$ cat config.mk
export PLATFORM = sky130hd
export DESIGN_NAME = fetch_sequencer
export DESIGN_NICKNAME = d
export VERILOG_FILES = /design/src/rtl/quesadilla_pkg.sv /design/src/rtl/fetch_pc_reg.sv /design/src/rtl/fetch_sequencer.sv
export SDC_FILE = /design/constraint.sdc
export NUM_CORES = 1
export LEC_CHECK = 0
export BUFFER_PORTS_ARGS = -buffer_cell sky130_fd_sc_hd__buf_4
export CORE_MARGIN = 2
export CORE_UTILIZATION = 30
export CTS_CLUSTER_SIZE = 40
export DETAILED_ROUTE_END_ITERATION = 8
export PLACE_DENSITY = 0.61
export SLEW_MARGIN = 5
export SYNTH_ARGS = -nofsm -noshare
export SYNTH_HDL_FRONTEND = slang
export SYNTH_HIERARCHICAL = 1
export SYNTH_SLANG_ARGS = --single-unit
$ cat constraint.sdc
create_clock -name clk -period 4.2 [get_ports clk]
set_input_delay 0.21 -clock clk [delete_from_list [all_inputs] [get_ports clk]]
set_output_delay 0.21 -clock clk [all_outputs]
set_load 0.005 [all_outputs]
$ cat src/rtl/quesadilla_pkg.sv
`default_nettype none
// ----------------------------------------------------------------------------
// quesadilla_pkg : shared types and constants for the instruction fetch path
// Rev 1.0
// ----------------------------------------------------------------------------
package quesadilla_pkg;

    localparam int INSTR_W = 32;
    localparam int PC_INCR = 4;

    typedef enum logic [2:0] {
        ST_IDLE  = 3'd0,
        ST_FETCH = 3'd1,
        ST_WAIT  = 3'd2,
        ST_HOLD  = 3'd3,
        ST_DRAIN = 3'd4
    } state_e;

endpackage
`default_nettype wire

$ cat src/rtl/fetch_pc_reg.sv
`default_nettype none
// ----------------------------------------------------------------------------
// fetch_pc_reg : program counter with redirect-over-increment next-value mux
// Rev 1.0
// ----------------------------------------------------------------------------
module fetch_pc_reg
    import quesadilla_pkg::*;
#(
    parameter int                ADDR_W   = 32,
    parameter logic [ADDR_W-1:0] RESET_PC = '0
) (
    input  logic              clk,
    input  logic              rst,
    input  logic              load_i,
    input  logic [ADDR_W-1:0] target_i,
    input  logic              incr_i,
    output logic [ADDR_W-1:0] pc_o,
    output logic [ADDR_W-1:0] pc_next_o
);

    logic [ADDR_W-1:0] pc_q;
    logic [ADDR_W-1:0] pc_d;

    // A redirect wins over the sequential step; targets are word aligned.
    always_comb begin
        pc_d = pc_q;
        if (load_i) begin
            pc_d = target_i & ~ADDR_W'(3);
        end else if (incr_i) begin
            pc_d = pc_q + ADDR_W'(PC_INCR);
        end
    end

    always_ff @(posedge clk or posedge rst) begin
        if (rst) begin
            pc_q <= RESET_PC;
        end else begin
            pc_q <= pc_d;
        end
    end

    assign pc_o      = pc_q;
    assign pc_next_o = pc_d;

endmodule
`default_nettype wire

$ cat src/rtl/fetch_sequencer.sv
`default_nettype none
// ----------------------------------------------------------------------------
// fetch_sequencer : single-outstanding instruction fetch FSM with redirect
// Rev 1.0
// ----------------------------------------------------------------------------
module fetch_sequencer
    import quesadilla_pkg::*;
#(
    parameter int                ADDR_W   = 32,
    parameter logic [ADDR_W-1:0] RESET_PC = '0
) (
    input  logic               clk,
    input  logic               rst,
    input  logic               redirect_valid,
    input  logic [ADDR_W-1:0]  redirect_pc,
    output logic               mem_req,
    output logic [ADDR_W-1:0]  mem_addr,
    input  logic               mem_rvalid,
    input  logic [INSTR_W-1:0] mem_rdata,
    output logic               instr_valid,
    input  logic               instr_ready,
    output logic [INSTR_W-1:0] instr_data,
    output logic [ADDR_W-1:0]  instr_pc,
    output logic [31:0]        fetch_count
);

    state_e             state_q;
    logic               mem_req_q;
    logic [ADDR_W-1:0]  mem_addr_q;
    logic               instr_valid_q;
    logic [INSTR_W-1:0] instr_data_q;
    logic [ADDR_W-1:0]  instr_pc_q;
    logic [31:0]        fetch_count_q;
    logic [ADDR_W-1:0]  pc_q;
    logic [ADDR_W-1:0]  pc_d;
    logic               handoff;

    assign handoff = (state_q == ST_HOLD) && instr_valid_q && instr_ready;

    fetch_pc_reg #(
        .ADDR_W   (ADDR_W),
        .RESET_PC (RESET_PC)
    ) u_pc (
        .clk       (clk),
        .rst       (rst),
        .load_i    (redirect_valid),
        .target_i  (redirect_pc),
        .incr_i    (handoff),
        .pc_o      (pc_q),
        .pc_next_o (pc_d)
    );

    // The read strobe is registered on the transition into FETCH, so it is
    // visible for exactly the cycle the FSM sits in FETCH, addressed by pc_d.
    always_ff @(posedge clk or posedge rst) begin
        if (rst) begin
            state_q       <= ST_IDLE;
            mem_req_q     <= 1'b0;
            mem_addr_q    <= '0;
            instr_valid_q <= 1'b0;
            instr_data_q  <= '0;
            instr_pc_q    <= '0;
            fetch_count_q <= '0;
        end else begin
            mem_req_q <= 1'b0;
            case (state_q)
                ST_IDLE: begin
                    mem_req_q  <= 1'b1;
                    mem_addr_q <= pc_d;
                    state_q    <= ST_FETCH;
                end
                ST_FETCH: begin
                    state_q <= redirect_valid ? ST_DRAIN : ST_WAIT;
                end
                ST_WAIT: begin
                    if (mem_rvalid && !redirect_valid) begin
                        instr_data_q  <= mem_rdata;
                        instr_pc_q    <= pc_q;
                        instr_valid_q <= 1'b1;
                        state_q       <= ST_HOLD;
                    end else if (mem_rvalid) begin
                        mem_req_q  <= 1'b1;
                        mem_addr_q <= pc_d;
                        state_q    <= ST_FETCH;
                    end else if (redirect_valid) begin
                        state_q <= ST_DRAIN;
                    end
                end
                ST_HOLD: begin
                    if (handoff) begin
                        fetch_count_q <= fetch_count_q + 32'd1;
                    end
                    if (handoff || redirect_valid) begin
                        instr_valid_q <= 1'b0;
                        mem_req_q     <= 1'b1;
                        mem_addr_q    <= pc_d;
                        state_q       <= ST_FETCH;
                    end
                end
                // The stale response is dropped here; only then may a new read go out.
                ST_DRAIN: begin
                    if (mem_rvalid) begin
                        mem_req_q  <= 1'b1;
                        mem_addr_q <= pc_d;
                        state_q    <= ST_FETCH;
                    end
                end
                default: begin
                    state_q <= ST_IDLE;
                end
            endcase
        end
    end

    assign mem_req     = mem_req_q;
    assign mem_addr    = mem_addr_q;
    assign instr_valid = instr_valid_q;
    assign instr_data  = instr_data_q;
    assign instr_pc    = instr_pc_q;
    assign fetch_count = fetch_count_q;

endmodule
`default_nettype wire
**Word level (Yosys, flattened, before mapping)**

Index checks and enable logic that the tools add are counted.

- Bitwise operators: 0
- $add $sub $neg: 2
- Divide/modulo/power cells: 0
- Multiply operators: 0
- Equality and inequality tests: 9
- Shift-type cells: 0
- Mux-type cells: 20
- $lt $le $gt $ge: 0
- Reductions and logical operators: 13

Operators with widths:

| operator | count |
|---|---|
| $mux 32 | 5 |
| $pmux 32 s4 | 1 |
| $add 32x1->32 const B | 1 |
| $add 32x3->32 const B | 1 |
| $mux 3 | 6 |
| $pmux 3 s5 | 1 |
| $reduce_and 3->1 | 3 |
| $eq 3x2->1 const B | 2 |
| $ne 2x2->1 const B | 3 |
| $mux 1 | 5 |
| $ne 4x4->1 const B | 1 |
| $pmux 1 s4 | 1 |
| $reduce_and 2->1 | 2 |
| $reduce_bool 4->1 | 1 |
| $eq 3x1->1 const B | 1 |
| $eq 3x3->1 const B | 1 |
| $logic_and 1x1->1 | 3 |
| $logic_not 3->1 | 1 |
| $ne 2x1->1 const B | 1 |
| $pmux 1 s2 | 1 |
| $reduce_bool 2->1 | 1 |
| $logic_not 1->1 | 1 |
| $logic_or 1x1->1 | 1 |

- Word-level logic and storage cells: 52
- Memory bits (read-only): 0
- Bits in writable memories: 0
- Latch bits: 0
- Memories kept: 0
- Bits in registers: 165

**Logic depth before layout (Yosys ltp)**

- Depth in word-level cells: 8
- Mapped depth: 10

**Cells and area by module**

The synthesis kept the hierarchy.

By module, submodules not included:

| module | sequential area each (sq um) | instances | area an instance (sq um) | cells an instance |
|---|---|---|---|---|
| fetch_sequencer | 3,328.2 | 1 | 5,644.2 | 372 |
| fetch_pc_reg | 800.8 | 1 | 1,853.0 | 210 |

**Least setup slack after synthesis**

No wires, ideal clock.

- Path type: register to register
- Start: register state_q[1]
- End: register mem_addr_q[22] (netlist: mem_addr[22])
- Data required time: 4.135 ns
- Path slack: 1.528 ns
- Cell stages (with the launch flop): 11
- Setup time: 0.065 ns
- Arrival: 2.608 ns
- Path through: dfrtp_1 and3_1 buf_2 and2_1 clkbuf_1 nand4_1 or3_1 clkbuf_1 or4_1 a31oi_1 mux2_2

- Word-level cells in the longest chain between the ends: 8

Ends and longest elaborated chain:

| what | RTL line | text |
|---|---|---|
| from (decl) | fetch_sequencer.sv:27 | `state_e state_q;` |
| from (signal assigned) | fetch_sequencer.sv:73 | `state_q <= redirect_valid ? ST_DRAIN : ST_WAIT;` |
| $eq 3x2->1 (*) | fetch_sequencer.sv:38 | `assign handoff = (state_q == ST_HOLD) && instr_valid_q && instr_ready;` |
| $logic_and 1x1->1 (*) (2 in series) | fetch_sequencer.sv:38 |  |
| net handoff | fetch_sequencer.sv:36 | `logic handoff;` |
| $mux 32 (*) | fetch_pc_reg.sv:29 | `end else if (incr_i) begin` |
| $mux 32 (*) | fetch_pc_reg.sv:27 | `if (load_i) begin` |
| net pc_d[22] | fetch_sequencer.sv:35 | `logic [ADDR_W-1:0] pc_d;` |
| $mux 32 | fetch_sequencer.sv:81, fetch_sequencer.sv:102 |  |
| $mux 32 | fetch_sequencer.sv:76 | `if (mem_rvalid && !redirect_valid) begin` |
| $pmux 32 s4 (*) | fetch_sequencer.sv:66 | `case (state_q)` |
| to (signal assigned) | fetch_sequencer.sv:69 | `mem_addr_q <= pc_d;` |
| to (signal assigned) | fetch_sequencer.sv:83 | `mem_addr_q <= pc_d;` |
| to (signal assigned) | fetch_sequencer.sv:104 | `mem_addr_q <= pc_d;` |
| to (decl) | fetch_sequencer.sv:29 | `logic [ADDR_W-1:0] mem_addr_q;` |

The timed path passes the listed nets; every way through them passes the cells marked *. The select of a mux whose other input is x is not followed.
A chain may end at the register's enable or synchronous reset.

**Worst setup path in the final report**

- Start: register state_q[1]
- End: register mem_addr_q[22] (netlist: mem_addr[22])

- Word-level cells in the longest chain between the ends: 8

Ends and longest elaborated chain:

| what | RTL line |
|---|---|
| $eq 3x2->1 (*) | fetch_sequencer.sv:38 |
| $logic_and 1x1->1 (*) (2 in series) | fetch_sequencer.sv:38 |
| $mux 32 (*) | fetch_pc_reg.sv:29 |
| $mux 32 (*) | fetch_pc_reg.sv:27 |
| net pc_d[22] | fetch_sequencer.sv:35 |
| $mux 32 | fetch_sequencer.sv:81, fetch_sequencer.sv:102 |
| $mux 32 | fetch_sequencer.sv:76 |
| $pmux 32 s4 (*) | fetch_sequencer.sv:66 |

Marks and branches as above.

==> flow_summary.yaml <==
timing:
  worstMarginPinSlew_ns: 1.04
  report.final.slew_viol_count: 0
  setup_viol: 0
  fin_tns_setup_ns: 0
  worst_hold_slack_ns: 0.0189
  hold_violations: 0
  fin_worst_skew_ns: 0.0134
  slew_headroom_pct: 30.5
  finalWorstSetupSlack_ns: 1.20
  timing.fmax_ghz: 0.334
  final.period_utilization_pct: 71.3
  rsz0062_at_grt: "false"
  finalCriticalPeriod_ns: 3.00
cells_and_area:
  n_fill_cell: 2317
  syn_to_final_growth_pct: 33.6
  drive_gt1_share_pct: 43.4
  final_nets: 865
  layout_common_cells: "buf_4 (201), dfrtp_1 (165), mux2_4 (60)"
  final_cells: 1131
  n_antenna_cell: 0
  layout_commonest_cell: "buf_4"
  multiInputGateArea_um2: 3100
  regArea_um2: 4130
  final_util_pct: 40.9
global_routing:
  antenna_found_initial: 0
  grt_use_total_pct: 14.8
  grt_max_degree: 113
  overflow: 0
  grt_pass1_wl_um: 30500
  grt_pass1_vias: 5443
placed_design:
  gp_congestion: 0.757
  dp_slack_ns: 1.20
  hpwl_um: 13000
  io_buffer_count: 196
  placed_cells: 1079
pwr:
  p_leak_uw: 0.00484
  peakVddDrop_uv: 248
  power_density_nw_per_um2: 597
clock_tree:
  worstSkewPairLatency_ns: 0.43
  tritoncts: "done"
  clockBufferDepth: 2
  htreeDepth: 4
  cts_root_buf: "clkbuf_16"
  cts_setup_buffers: 0
  cts_resized: 0
  hold_buffers: 20
  path_clk_slew_ns: 0.08
  cts_buffers: 17
  cts.sinks: 165
synthesis:
  ys.flop_type: "dfrtp_1"
  yosys_warnings: 6
  synthArstFlopShare_pct: 100
  synth.area.top_cells: "dfrtp_1 (55%), mux2_4 (12%), mux2_2 (5.6%)"
  syn_nets: 653
  yosys.area.top_type: "dfrtp_1"
  yosys_register_bits: 165
  synth_edf_count: 0
  synth_area_um2: 7500
  ys_types: 48
  postSynthCellCount: 582
  synth_seq_area_share_pct: 55.1
  synth_top_area_share_pct: 55.1
  synth.avg_cell_area_um2: 12.9
min_path:
  min_path_type: "primary input to flip-flop"
critical_path:
  required_ns: 4.57
  cp-start-kind: "flip-flop"
  path_cells: "and3_1, and2_1, nand4_1, buf_4, or3_1, or4_1, a31oi_1, mux2_2"
  critical_path.slowest_cell: "or3_1"
  worstPathMaxFanout: 12
  critPathKind: "flip-flop to flip-flop"
  crit_path_end_kind: "flip-flop"
  path_buf_inv: 1
  slowest_delay_ns: 0.55
  crit_family: "simple AND/OR/NAND/NOR gates"
  crit_arrival_ns: 3.37
floorplan:
  die_w_um: 162
  io-pin-count: 199
  die_h_um: 162
  start_util_pct: 30.6
  dieArea_um2: 26300
  rows: 57
  coreArea_um2: 24500
run_status:
  status: "completed"
detailed_routing:
  avgRoutedWirePerCell_um: 17.1
  wl_um: 19300
  ant_nets: 0
  drc: 0
  dr_total_vias: 5384
  drtPass1Iterations: 4
  vias_per_cell: 4.76
  drt-initial-drc-count: 284
flow_run:
  cap_violations: 0
metal layers:
metal	GRT usage, %	share of wire, %	routed length (um)
met1	20.3	46	8940
met3	2.89	4.5	860
met5	0	0	0
met2	23.7	47	9150
met4	4.63	1.7	337
final timing paths:
check	from	to	slack (ns)	cells past startpoint
max	state_q[1]	mem_addr[22]	1.20	8
min	redirect_pc[15]	u_pc/pc_o[15]	0.02	3
max reg2reg	state_q[1]	mem_addr[22]	1.20	8
min reg2reg	fetch_count[11]	fetch_count[11]	0.49	1
max in group asynchronous	rst	instr_pc[0]	2.62	4
min in group asynchronous	rst	u_pc/pc_o[29]	0.51	4
area by class of cell:
| type | count | area share [%] |
|---|---|---|
| Clock buffer | 17 | 4.25 |
| Tap cell | 324 | 4.05 |
| Sequential cell | 165 | 41.2 |
| Multi-Input combinational cell | 373 | 31.0 |
| Clock inverter | 15 | 1.77 |
| Inverter | 16 | 0.650 |
| Timing Repair Buffer | 221 | 17.1 |
worst reg2reg max path: cells and delay by family (launching register included):
kind	cells	cell delay (ns)
buffers and inverters	1	0.21
AO/OA/AOI/OAI	1	0.21
multiplexers	1	0.17
flip-flops	1	0.42
AND/OR/NAND/NOR	5	1.94
where the power goes:
part / switching (uW) / total, uW / internal, uW
registers: 351 / 2430 / 2080
logic: 678 / 1940 / 1260
clock network: 753 / 1610 / 856
kinds of logic (layout without fill, tap and decap cells):
family                   Yosys count  in the layout  synth area share (%)
AND/OR/NAND/NOR                  176            176                  13.5
flip-flops                       165            165                  55.1
multiplexers                      98             98                  17.7
AO/OA/AOI/OAI                     54             54                  4.59
buffers and inverters             44            269                  3.82
XOR/XNOR                          43             43                  5.02
adder cells (fa/ha/maj)            2              2                 0.334
through the flow:
stage               power (uW)  cell area (um2)
finish                    5980            10000
global route              6340            10000
CTS                       6070            10000
detailed placement        4420             9210
global placement          4380             9210
floorplan                 3400             7500
cell usage after synthesis (3+ instances only):
cell / n
mux2_4: 60
buf_12: 6
mux2_2: 37
nor2b_1: 5
nand4_1: 8
a31oi_1: 13
and2_1: 3
xor2_1: 29
nand4_2: 3
nor4_1: 11
o211ai_1: 5
buf_2: 7
clkbuf_1: 13
dfrtp_1: 165
a21oi_1: 4
nor2_1: 23
xnor2_1: 14
and3_1: 3
and4_1: 6
o31ai_1: 10
inv_1: 15
or4_2: 3
nand3_1: 22
nor3_1: 9
nand2_1: 44
o21ai_0: 17
or3_1: 3
or4_1: 16
state kept, by name, indices dropped and copies added, names as in the netlist:
name,flops
fetch_count,32
u_pc/pc_o,32
instr_valid,1
instr_pc,32
mem_req,1
state_q,3
instr_data,32
mem_addr,32
No activity file was read; power rests on OpenSTA's default activity.
